[src/rtl/manual_clock_stepper.sv]
// manual_clock_stepper: turns the manual-clock latch into one-cycle core step enables.
// It supports single step, hold-to-repeat and free-run at a programmable divide.
module manual_clock_stepper #(
    parameter int          SYNC_STAGES   = 2,
    parameter logic [23:0] REPEAT_DELAY  = 24'd5_000_000,
    parameter logic [23:0] REPEAT_PERIOD = 24'd1_000_000,
    parameter int          DIV_W         = 24
) (
    input  logic             Clk,
    input  logic             Reset_N,
    input  logic             Latch_Q,
    input  logic             Run_Mode,
    input  logic             Repeat_En,
    input  logic [DIV_W-1:0] Run_Div,
    output logic             Step_Pulse,
    output logic [15:0]      Step_Count,
    output logic             Held,
    output logic             Running
);
    typedef enum logic [2:0] {S_ARM, S_IDLE, S_HOLD, S_REPEAT, S_RUN} state_t;

    localparam logic [DIV_W-1:0] DIV_ONE = {{(DIV_W-1){1'b0}}, 1'b1};

    state_t                 state_q, state_d;
    logic [SYNC_STAGES-1:0] q_sync_q, q_sync_d, r_sync_q, r_sync_d, valid_q, valid_d;
    logic                   pulse_q, pulse_d, running_q, running_d;
    logic [15:0]            count_q, count_d;
    logic [23:0]            dly_q, dly_d, per_q, per_d;
    logic [DIV_W-1:0]       div_q, div_d;
    logic                   q_s, r_s;

    assign q_s        = q_sync_q[SYNC_STAGES-1];
    assign r_s        = r_sync_q[SYNC_STAGES-1];
    assign Step_Pulse = pulse_q;
    assign Step_Count = count_q;
    assign Held       = q_s;
    assign Running    = running_q;

    // valid_q fills with ones after reset so ARM only trusts q_s once it holds a real sample
    always_comb begin
        q_sync_d = {q_sync_q[SYNC_STAGES-2:0], Latch_Q};
        r_sync_d = {r_sync_q[SYNC_STAGES-2:0], Run_Mode};
        valid_d  = {valid_q[SYNC_STAGES-2:0], 1'b1};
        state_d  = state_q;
        pulse_d  = 1'b0;
        dly_d    = dly_q;
        per_d    = per_q;
        div_d    = div_q;
        unique case (state_q)
            S_ARM: begin
                if (r_s) state_d = S_RUN;
                else if (valid_q[SYNC_STAGES-1] && !q_s) state_d = S_IDLE;
            end
            S_IDLE: begin
                if (r_s) state_d = S_RUN;
                else if (q_s) begin
                    state_d = S_HOLD;
                    pulse_d = 1'b1;
                    dly_d   = REPEAT_DELAY - 24'd1;
                end
            end
            S_HOLD: begin
                if (r_s) state_d = S_RUN;
                else if (!q_s) state_d = S_IDLE;
                else if (Repeat_En) begin
                    if (dly_q == 24'd0) begin
                        state_d = S_REPEAT;
                        pulse_d = 1'b1;
                        per_d   = REPEAT_PERIOD - 24'd1;
                    end else dly_d = dly_q - 24'd1;
                end
            end
            S_REPEAT: begin
                if (r_s) state_d = S_RUN;
                else if (!q_s) state_d = S_IDLE;
                else if (!Repeat_En) state_d = S_ARM;
                else if (per_q == 24'd0) begin
                    pulse_d = 1'b1;
                    per_d   = REPEAT_PERIOD - 24'd1;
                end else per_d = per_q - 24'd1;
            end
            S_RUN: begin
                if (!r_s) begin
                    state_d = S_ARM;
                    div_d   = '0;
                end else if (div_q == Run_Div) begin
                    pulse_d = 1'b1;
                    div_d   = '0;
                end else div_d = div_q + DIV_ONE;
            end
            default: state_d = S_ARM;
        endcase
        count_d   = count_q + {15'd0, pulse_d};
        running_d = (state_d == S_RUN);
    end

    always_ff @(posedge Clk or negedge Reset_N) begin
        if (!Reset_N) begin
            state_q   <= S_ARM;
            q_sync_q  <= '0;
            r_sync_q  <= '0;
            valid_q   <= '0;
            pulse_q   <= 1'b0;
            running_q <= 1'b0;
            count_q   <= '0;
            dly_q     <= '0;
            per_q     <= '0;
            div_q     <= '0;
        end else begin
            state_q   <= state_d;
            q_sync_q  <= q_sync_d;
            r_sync_q  <= r_sync_d;
            valid_q   <= valid_d;
            pulse_q   <= pulse_d;
            running_q <= running_d;
            count_q   <= count_d;
            dly_q     <= dly_d;
            per_q     <= per_d;
            div_q     <= div_d;
        end
    end
endmodule

[config.mk]
export PLATFORM = sky130hd
export DESIGN_NAME = manual_clock_stepper
export DESIGN_NICKNAME = d
export VERILOG_FILES = /design/src/rtl/manual_clock_stepper.sv
export SDC_FILE = /design/constraint.sdc
export NUM_CORES = 1
export LEC_CHECK = 0
export CELL_PAD_IN_SITES_DETAIL_PLACEMENT = 1
export CELL_PAD_IN_SITES_GLOBAL_PLACEMENT = 1
export CORE_ASPECT_RATIO = 0.8
export CORE_MARGIN = 2
export CORE_UTILIZATION = 48
export CTS_CLUSTER_DIAMETER = 120
export DETAILED_ROUTE_END_ITERATION = 10
export MAX_ROUTING_LAYER = met4
export PLACE_DENSITY_LB_ADDON = 0.1
export SETUP_SLACK_MARGIN = 0.05
export SYNTH_ARGS = -nofsm -noshare
export SYNTH_HDL_FRONTEND = slang
export SYNTH_SLANG_ARGS = --single-unit
[constraint.sdc]
create_clock -name Clk -period 6.7 [get_ports Clk]
set_input_delay 1.675 -clock Clk [delete_from_list [all_inputs] [get_ports Clk]]
set_output_delay 1.675 -clock Clk [all_outputs]
set_load 0.01 [all_outputs]
== Word level (Yosys, flattened, before mapping) ==
Index checks and enable logic that the tools add are counted.
Word-level totals
  logic and storage cells: 83
  latch bits: 0
  flip-flop bits (word level): 99
  ROM bits: 0
  bits in writable memories: 0
  memories: 0
  input port bits: 29
Operators by class
  shift-type cells: 0
  $mul: 0
  magnitude comparators: 0
  reduce and logical (&&, ||, !) cells: 9
  mux-type cells: 44
  equal/unequal tests: 16
  bitwise gates (word level): 0
  add/sub/neg operators: 4
  div/mod/pow operators: 0
Operators with widths (number)
  2-to-1 mux 24 bit: 16
  case mux 24 bit (2 select lines): 2
  logical NOT 24 bit: 2
  subtractor 24 x 1 -> 24 bit, second input constant: 2
  2-to-1 mux 3 bit: 12
  adder 24 x 1 -> 24 bit, second input constant: 1
  equality test 24 bit: 1
  != test 2 bit, second input constant: 10
  adder 16 x 1 -> 16 bit: 1
  case mux 3 bit (5 select lines): 1
  2-to-1 mux 1 bit: 12
  AND reduction 8 bit: 1
  AND reduction 7 bit: 1
  equality test 3 x 2 -> 1 bit, second input constant: 2
  equality test 3 bit, second input constant: 2
  case mux 1 bit (4 select lines): 1
  nonzero test 2 bit: 2
  equality test 3 x 1 -> 1 bit, second input constant: 1
  logical NOT 3 bit: 1
  logical AND 1 bit: 1
  logical NOT 1 bit: 1

== Logic depth before layout (Yosys ltp) ==
Gate-level depths: netlist (run 1).
  depth after elaboration: 7
  gate-level depth with buffers: 13
  mapped depth without buffers: 12

== Least setup slack after synthesis (run 1) ==
OpenSTA, ideal clock, no wires.
  path kind: input -> register
  from: input port Run_Div[10]
  to: register count_q[14] (netlist: Step_Count[14])
  arrival time: 3642 ps
  path buffers: 0
  required time: 6575 ps
  path slack: 2933 ps
  cell stages on the path: 12
  cell sequence: xor2_1 -> nor4_1 -> nand4_1 -> nor4_1 -> a32o_1 -> or3_1 -> ha_1 -> ha_1 -> nand3_1 -> nor2_1 -> nand4_1 -> xnor2_1
On the way
  cells in the longest elaborated chain, start to end: 5
Ends and longest elaborated chain
  start: declaration: RTL line 14  | input logic [DIV_W-1:0] Run_Div,
  equality test 24 bit: RTL line 86  | end else if (div_q == Run_Div) begin
  2-to-1 mux 1 bit: RTL line 86
  2-to-1 mux 1 bit: RTL line 83  | if (!r_s) begin
  case mux 1 bit (4 select lines): RTL line 49  | unique case (state_q)
  named net pulse_d: RTL line 26  | logic pulse_q, pulse_d, running_q, running_d;
  adder 16 x 1 -> 16 bit: RTL line 93  | count_d = count_q + {15'd0, pulse_d};
  named net count_d[14]: RTL line 27  | logic [15:0] count_q, count_d;
  end signal: assignment: RTL line 116  | count_q <= count_d;
  end: declaration: RTL line 27
The timed path passes the listed nets, and every way through them passes these cells.
A chain may end at the register's enable or synchronous reset.

== Worst setup path after layout (run 1) ==
Ends and elaborated chain as after synthesis.

==> metrics.yaml, run 1 <==
status: "complete, no violations"
worst_setup_path_end_kind: "flip-flop"
dp_slack_ps: 2064
yosys.area_share.xor_xnor_pct: 11.16
synth.distinct_cells: 59
die_height_um: 97.62
p_per_area_nw_per_um2: 229.1
path_class: "primary input to flip-flop"
path_clk_slew_ps: 70
final.setup.tns_ps: 0
finalWirelength_mm: 14.22
num-nets-final: 634
worst_slack_ps: 2415
clkPwrFrac_pct: 46.8
number_of_antenna_diodes: 0
combPwrFrac_pct: 7.7
layout.cells.most_common: "dfrtp_1"
ios: 48
layout-drive-gt1-share_pct: 5.141
period_share_pct: 63.95
first_pass_iters: 4
worstPathArrival_ps: 4510
worst_hold_slack_ps: 356.8
power_switching_share_pct: 22.12
buffer_ports.inserted: 47
cts_htree_levels: 3
async_reset_ff_share_pct: 100.0
cts-root-buf: "clkbuf_16"
critical_path.cell_chain: "clkdlybuf4s50_1 > xor2_1 > nor4_1 > nand4_1 > nor4_1 > a32o_1 > or3_1 > ha_1 > ha_1 > nand3_1 > nor2_1 > nand4_1 > xnor2_1"
drv_slew: 0
max-vdd-ir-drop_v: 0.0001441
fin_crit_ps: 4285
postSynth.topFlopCell: "dfrtp_1"
p_seq_share_pct: 45.5
hpwlAfterDp_mm: 9.544
synth_nets: 594
finalClockSkew_ps: 7.444
worst_path_dominant_cell_family: "simple AND/OR/NAND/NOR gates"
setup_repair_after_global_routing_missed_its_margin: "no"
finish.utilization_pct: 57.68
clock_tree_from_tritoncts: "done"
cts.hold.buffers_added: 0
die_w_um: 121.0
post_synth_instance_area_um2: 5259
crit_fanout: 4
route.detailed.wl_per_inst_um: 19.03
gr-total-overflow: 0
post_synth_edffs: 0
core_region_area_um2: 10760
synthDominantAreaCellType: "dfrtp_1"
track_usage_pct: 26.70
synth_top_family_by_area: "simple AND/OR/NAND/NOR gates"
num_vias: 4407
synthesis.instances: 559
area.growth.synth_to_final_pct: 18.06
cts_max_path_buffers: 2
synth_compound_gate_area_share_pct: 11.90
synth_area_per_cell_um2: 9.408
largest_cells_by_area_after_synthesis: "dfrtp_1, xor2_1, xnor2_1, nor2_1, nand2_1"
vias_per_cell: 5.900
startpoint_type: "primary input"
hold_depth: 0
tightestPinTransition_ps: 1015
yosys.area_share.adder_pct: 1.428
timing.fmax_ghz: 0.2334
initial_utilization_pct: 48.86
antenna_found_initial: 0
cts-buffers-inserted: 9
placement_rows: 34
cts_resized: 0
layout_common_cells: "dfrtp_1, nor2_1, nand2_1"
power.switching_uw: 314.5
timing.max_cap.violations: 0
yosysTopAreaCellShare_pct: 47.11
intPower_mw: 1.108
detailedRoute.firstIterationViolations: 254
post_cts_buffers: 0
critical-path-max-stage-delay_ps: 410
clk_latency_ps: 350
min_path_type: "flip-flop to flip-flop"
die_area_um2: 11810
grt_pass1_wl_mm: 24.29
worst-path-buf-inv: 1
antenna_violating_nets_post_route: 0
power.leakage_nw: 2.687
setup_viol_count_final: 0
grt_pass1_vias: 4765
grt_start_max_net_pins: 64
hold_violations: 0
synth.area.mux_share_pct: 0.1903
seq_area_frac_synth_pct: 47.11
rr_worst_depth: 10
tritoncts_num_sinks: 99
crit_slowest_cell: "clkdlybuf4s50_1"
worst-path-stages: 13
cp_data_required_time_ps: 6930
synthSimpleGateAreaFrac_pct: 25.89
max-slew-margin-rel_pct: 32.09
synth_warn: 0
gpl.final_weighted_congestion: 0.7972
post-route-drc-count: 0
post_synthesis_register_bit_count: 99
Yosys cell counts, drive strengths merged, types with 2 or more instances:
library cell and number:
a211o 5, a21o 4, a21oi 17, a22o 3, a31oi 11, and2 5
and3 12, and3b 2, buf 4, clkbuf 17, dfrtp 99, ha 6
inv 5, nand2 57, nand2b 7, nand3 26, nand3b 4, nand4 8
nor2 72, nor2b 2, nor3 27, nor3b 6, nor4 18, o2111ai 2
o211ai 4, o21ai 24, o22a 2, o311ai 2, o31ai 6, o41ai 4
or2 3, or3 5, or4 10, xnor2 33, xor2 34
through the flow:
stage | power (mW) | instance area [um2] | instances
2_1_floorplan | 0.7055 | 5259 | 559
3_3_place_gp | 0.7596 | 5829 | 732
3_5_place_dp | 0.7669 | 5829 | 732
4_1_cts | 1.437 | 6208 | 747
5_1_grt | 1.473 | 6208 | 747
6_report | 1.422 | 6208 | 747
sequential cells by signal, indices dropped and copies added, names as in the netlist:
name,cells
div_q,24
dly_q,24
per_q,24
Step_Count,16
state_q,3
q_sync_q,2
r_sync_q,2
valid_q,2
Running,1
Step_Pulse,1
path summary, 6_finish.rpt:
path / slack, ps / end / startpoint
worst max-delay path: 2420 / Step_Count[14]$_DFF_PN0_ / Run_Div[10]
worst min-delay path: 360 / q_sync_q[1]$_DFF_PN0_ / q_sync_q[0]$_DFF_PN0_
worst max register to register: 3310 / Step_Count[14]$_DFF_PN0_ / dly_q[3]$_DFFE_PN0P_
worst min register to register: 360 / q_sync_q[1]$_DFF_PN0_ / q_sync_q[0]$_DFF_PN0_
max in group asynchronous: 4220 / div_q[4]$_DFFE_PN0N_ / Reset_N
min in group asynchronous: 1290 / Step_Count[7]$_DFF_PN0_ / Reset_N
power groups by stage:
stage	sequential, mW	clock [mW]	combinational [mW]
3_5_place_dp	0.657	0	0.110
4_1_cts	0.646	0.679	0.112
3_3_place_gp	0.656	0	0.104
2_1_floorplan	0.644	0	0.0615
6_report	0.647	0.666	0.110
5_1_grt	0.651	0.700	0.122
kinds of logic (layout without fill, tap and decap cells):
| group | after synthesis | count (layout) |
|---|---|---|
| buffers and inverters | 26 | 70 |
| muxes | 1 | 1 |
| adders and majority gates | 6 | 6 |
| other | 1 | 1 |
| xor gates and xnor gates | 67 | 67 |
| and+or+nand+nor | 267 | 267 |
| DFF | 99 | 99 |
| AOI/OAI and AO/OA | 92 | 92 |
final cells by class:
type / instances / area, um2
sequential: 99 / 2477
multi-input combinational: 434 / 2663
tap: 144 / 180.2
timing repair buffer: 50 / 490.5
clock inverter: 5 / 150.1
inverter: 5 / 18.77
fill: 1222 / 4554
clock buffer: 10 / 229.0
per-layer routing:
layer | global-route usage, % | vias to the layer above | wire length, um
met5 | - | - | 0
met4 | 9.034 | 0 | 306
met3 | 5.399 | 24 | 474
met2 | 42.09 | 90 | 6964
met1 | 34.48 | 2219 | 6470
li1 | - | 2074 | -
(Power assumes the default switching activity.)
==> run 2, diff against run 1 <==
--- a/config.mk
+++ b/config.mk
@@ -9,7 +9,7 @@
 export CELL_PAD_IN_SITES_GLOBAL_PLACEMENT = 1
 export CORE_ASPECT_RATIO = 0.8
 export CORE_MARGIN = 2
-export CORE_UTILIZATION = 48
+export CORE_UTILIZATION = 40
 export CTS_CLUSTER_DIAMETER = 120
 export DETAILED_ROUTE_END_ITERATION = 10
 export MAX_ROUTING_LAYER = met4
==> constraint.sdc (replaced) <==
create_clock -name Clk -period 3.7 [get_ports Clk]
set_input_delay 0.925 -clock Clk [delete_from_list [all_inputs] [get_ports Clk]]
set_output_delay 0.925 -clock Clk [all_outputs]
set_load 0.01 [all_outputs]
==> run 2 against run 1 <==
Core utilization down 8.3 points. Flip-flop and latch count unchanged. First-iteration DRC count down 14%. Worst hold slack worse by 5.6 ps. Worst setup slack worse by 2000 ps.
==> metrics.yaml, run 2 (same netlist as run 1, synthesis figures left out) <==
worst-r2r-setup-slack_ps: 640  # was 3310 ps
setup_repair_after_global_routing_missed_its_margin: "no"  # unchanged
post_cts_buffers: 0  # unchanged
cts_resized: 0  # unchanged
hold_violations: 0  # unchanged
core_region_area_um2: 12870  # was 10760 um2
worstPathArrival_ps: 3560  # was 4510 ps
timing.fmax_ghz: 0.3015
layout.cells.most_common: "dfrtp_1"  # unchanged
critical-path-max-stage-delay_ps: 420  # was 410 ps
finish.utilization_pct: 49.41  # was 57.68%
finalClockSkew_ps: 9.869  # was 7.444 ps
grt_pass1_wl_mm: 23.49  # was 24.29 mm
cts.hold.buffers_added: 0  # unchanged
dpl.cell_count: 779  # was 732
antenna_found_initial: 0  # unchanged
status: "complete, no violations"  # unchanged
antenna_violating_nets_post_route: 0  # unchanged
period_share_pct: 89.65
cts_htree_levels: 3  # unchanged
min_path_type: "flip-flop to flip-flop"  # unchanged
placement_rows: 37  # was 34
setup_viol_count_final: 0  # unchanged
grt_start_max_net_pins: 54  # was 64
tritoncts_num_sinks: 99  # unchanged
first_pass_iters: 4  # unchanged
drv_slew: 0  # unchanged
finish.instance_area_um2: 6359  # was 6208 um2
cts-root-buf: "clkbuf_16"  # unchanged
max-vdd-ir-drop_v: 0.0003625  # was 0.0001441 V
reg2reg_from: "dly_q[16]$_DFFE_PN0P_"  # was dly_q[3]$_DFFE_PN0P_
r2r_path_end: "Step_Count[14]$_DFF_PN0_"  # unchanged
die_w_um: 132.2  # was 121.0 um
power.leakage_nw: 2.762  # was 2.687 nW
p_per_area_nw_per_um2: 395.5  # was 229.1 nW/um2
critPathCapture: "Step_Count[14]$_DFF_PN0_"  # unchanged
hpwlAfterDp_mm: 9.683  # was 9.544 mm
initial_utilization_pct: 40.86  # was 48.86%
gr-total-overflow: 0  # unchanged
gpl.final_weighted_congestion: 0.7722  # was 0.7972
area.growth.synth_to_final_pct: 20.91  # was 18.06%
buffer_ports.inserted: 47  # unchanged
finalWirelength_mm: 13.64  # was 14.22 mm
path_class: "primary input to flip-flop"  # unchanged
layout_common_cells: "dfrtp_1, nor2_1, nand2_1"  # unchanged
ios: 48  # unchanged
clk_latency_ps: 360  # was 350 ps
clock_tree_from_tritoncts: "done"  # unchanged
num-nets-final: 650  # was 634
fin_crit_ps: 3317
track_usage_pct: 21.69  # was 26.70%
route.detailed.wl_per_inst_um: 17.15  # was 19.03 um
final.setup.tns_ps: 0  # unchanged
cts-buffers-inserted: 9  # unchanged
number_of_antenna_diodes: 0  # unchanged
tightestPinTransition_ps: 689.1  # was 1015 ps
worst_slack_ps: 383.1  # was 2415 ps
num_vias: 4356  # was 4407
placedInstanceArea_um2: 6001  # was 5829 um2
grt_pass1_vias: 4559  # was 4765
timing.max_cap.violations: 0  # unchanged
cp_data_required_time_ps: 3940  # was 6930 ps
critical_path.cell_chain: "clkdlybuf4s50_1 > xor2_1 > nor4_1 > nand4_1 > nor4_1 > a32o_1 > or3_1 > ha_1 > ha_1 > nand3_1 > nor2_1 > nand4_1 > xnor2_1"  # unchanged
rr_worst_depth: 10  # unchanged
die_area_um2: 14090  # was 11810 um2
die_height_um: 106.6  # was 97.62 um
total_power_mw: 2.515  # was 1.422 mW
detailedRoute.firstIterationViolations: 218  # was 254
reg_top3: "div_q (24), dly_q (24), per_q (24)"  # unchanged
dp_slack_ps: -0.3177  # was 2064 ps
layout-drive-gt1-share_pct: 7.581  # was 5.141%
cts_max_path_buffers: 2  # unchanged
finalNonFillerCells: 795  # was 747
min-delay-start: "q_sync_q[0]$_DFF_PN0_"  # unchanged
crit_slowest_cell: "clkdlybuf4s50_1"  # unchanged
max-slew-margin-rel_pct: 53.63  # was 32.09%
vias_per_cell: 5.479  # was 5.900
path_clk_slew_ps: 70  # about the same
post-route-drc-count: 0  # unchanged
startpoint_type: "primary input"  # unchanged
crit_fanout: 3  # was 4
worst_hold_slack_ps: 351.2  # was 356.8 ps
setup.worst_path.start: "Run_Div[17]"  # was Run_Div[10]
worst_setup_path_end_kind: "flip-flop"  # unchanged
[run 2: changes by cell type in the layout (fill, tap and decap cells not counted)]
cell	delta
bufinv_16	-1
buf_4	+15
buf_12	+1
clkinv_2	+1
clkbuf_1	+1
[run 2: layout make-up]
| cell class | instances | area, um2 |
|---|---|---|
| Fill cell | 1493 | 6511 |
| Multi-Input combinational cell | 434 | 2663 |
| Timing Repair Buffer | 66 | 623.1 |
| Clock buffer | 11 | 232.7 |
| Inverter | 5 | 18.77 |
| Tap cell | 175 | 219.0 |
| Clock inverter | 5 | 125.1 |
| Sequential cell | 99 | 2477 |
[run 2: power breakdown]
group / internal, mW / total [mW] / leakage (nW) / switching (mW)
Clock: 0.729 / 1.14 / 0.174 / 0.413
Combinational: 0.0973 / 0.201 / 1.30 / 0.104
Sequential: 1.12 / 1.17 / 1.29 / 0.0535
[run 2: per-layer routing]
metal | share of wire [%] | global-route usage (%) | wire length (um)
met2 | 46 | 33.26 | 6235
met3 | 2.8 | 4.530 | 386
met1 | 50 | 29.05 | 6832
met5 | 0 | - | 0
met4 | 1.3 | 6.836 | 184
[run 2: worst min-delay path by stage]
stage / end / slack, ps / cells past startpoint
floorplan: q_sync_q[1]$_DFF_PN0_ / 330 / 0
CTS: q_sync_q[1]$_DFF_PN0_ / 350 / 0
global placement: valid_q[1]$_DFF_PN0_ / 330 / 0
detailed placement: q_sync_q[1]$_DFF_PN0_ / 340 / 0
finish: q_sync_q[1]$_DFF_PN0_ / 350 / 0
global route: valid_q[1]$_DFF_PN0_ / 370 / 0
[run 2: critical path: cells and delay by family]
| family | cells | cell delay, ps |
|---|---|---|
| adder cells (fa/ha/maj) | 2 | 360 |
| AO/OA/AOI/OAI | 1 | 200 |
| XOR/XNOR | 2 | 300 |
| AND/OR/NAND/NOR | 7 | 1320 |
| buffers and inverters | 1 | 420 |
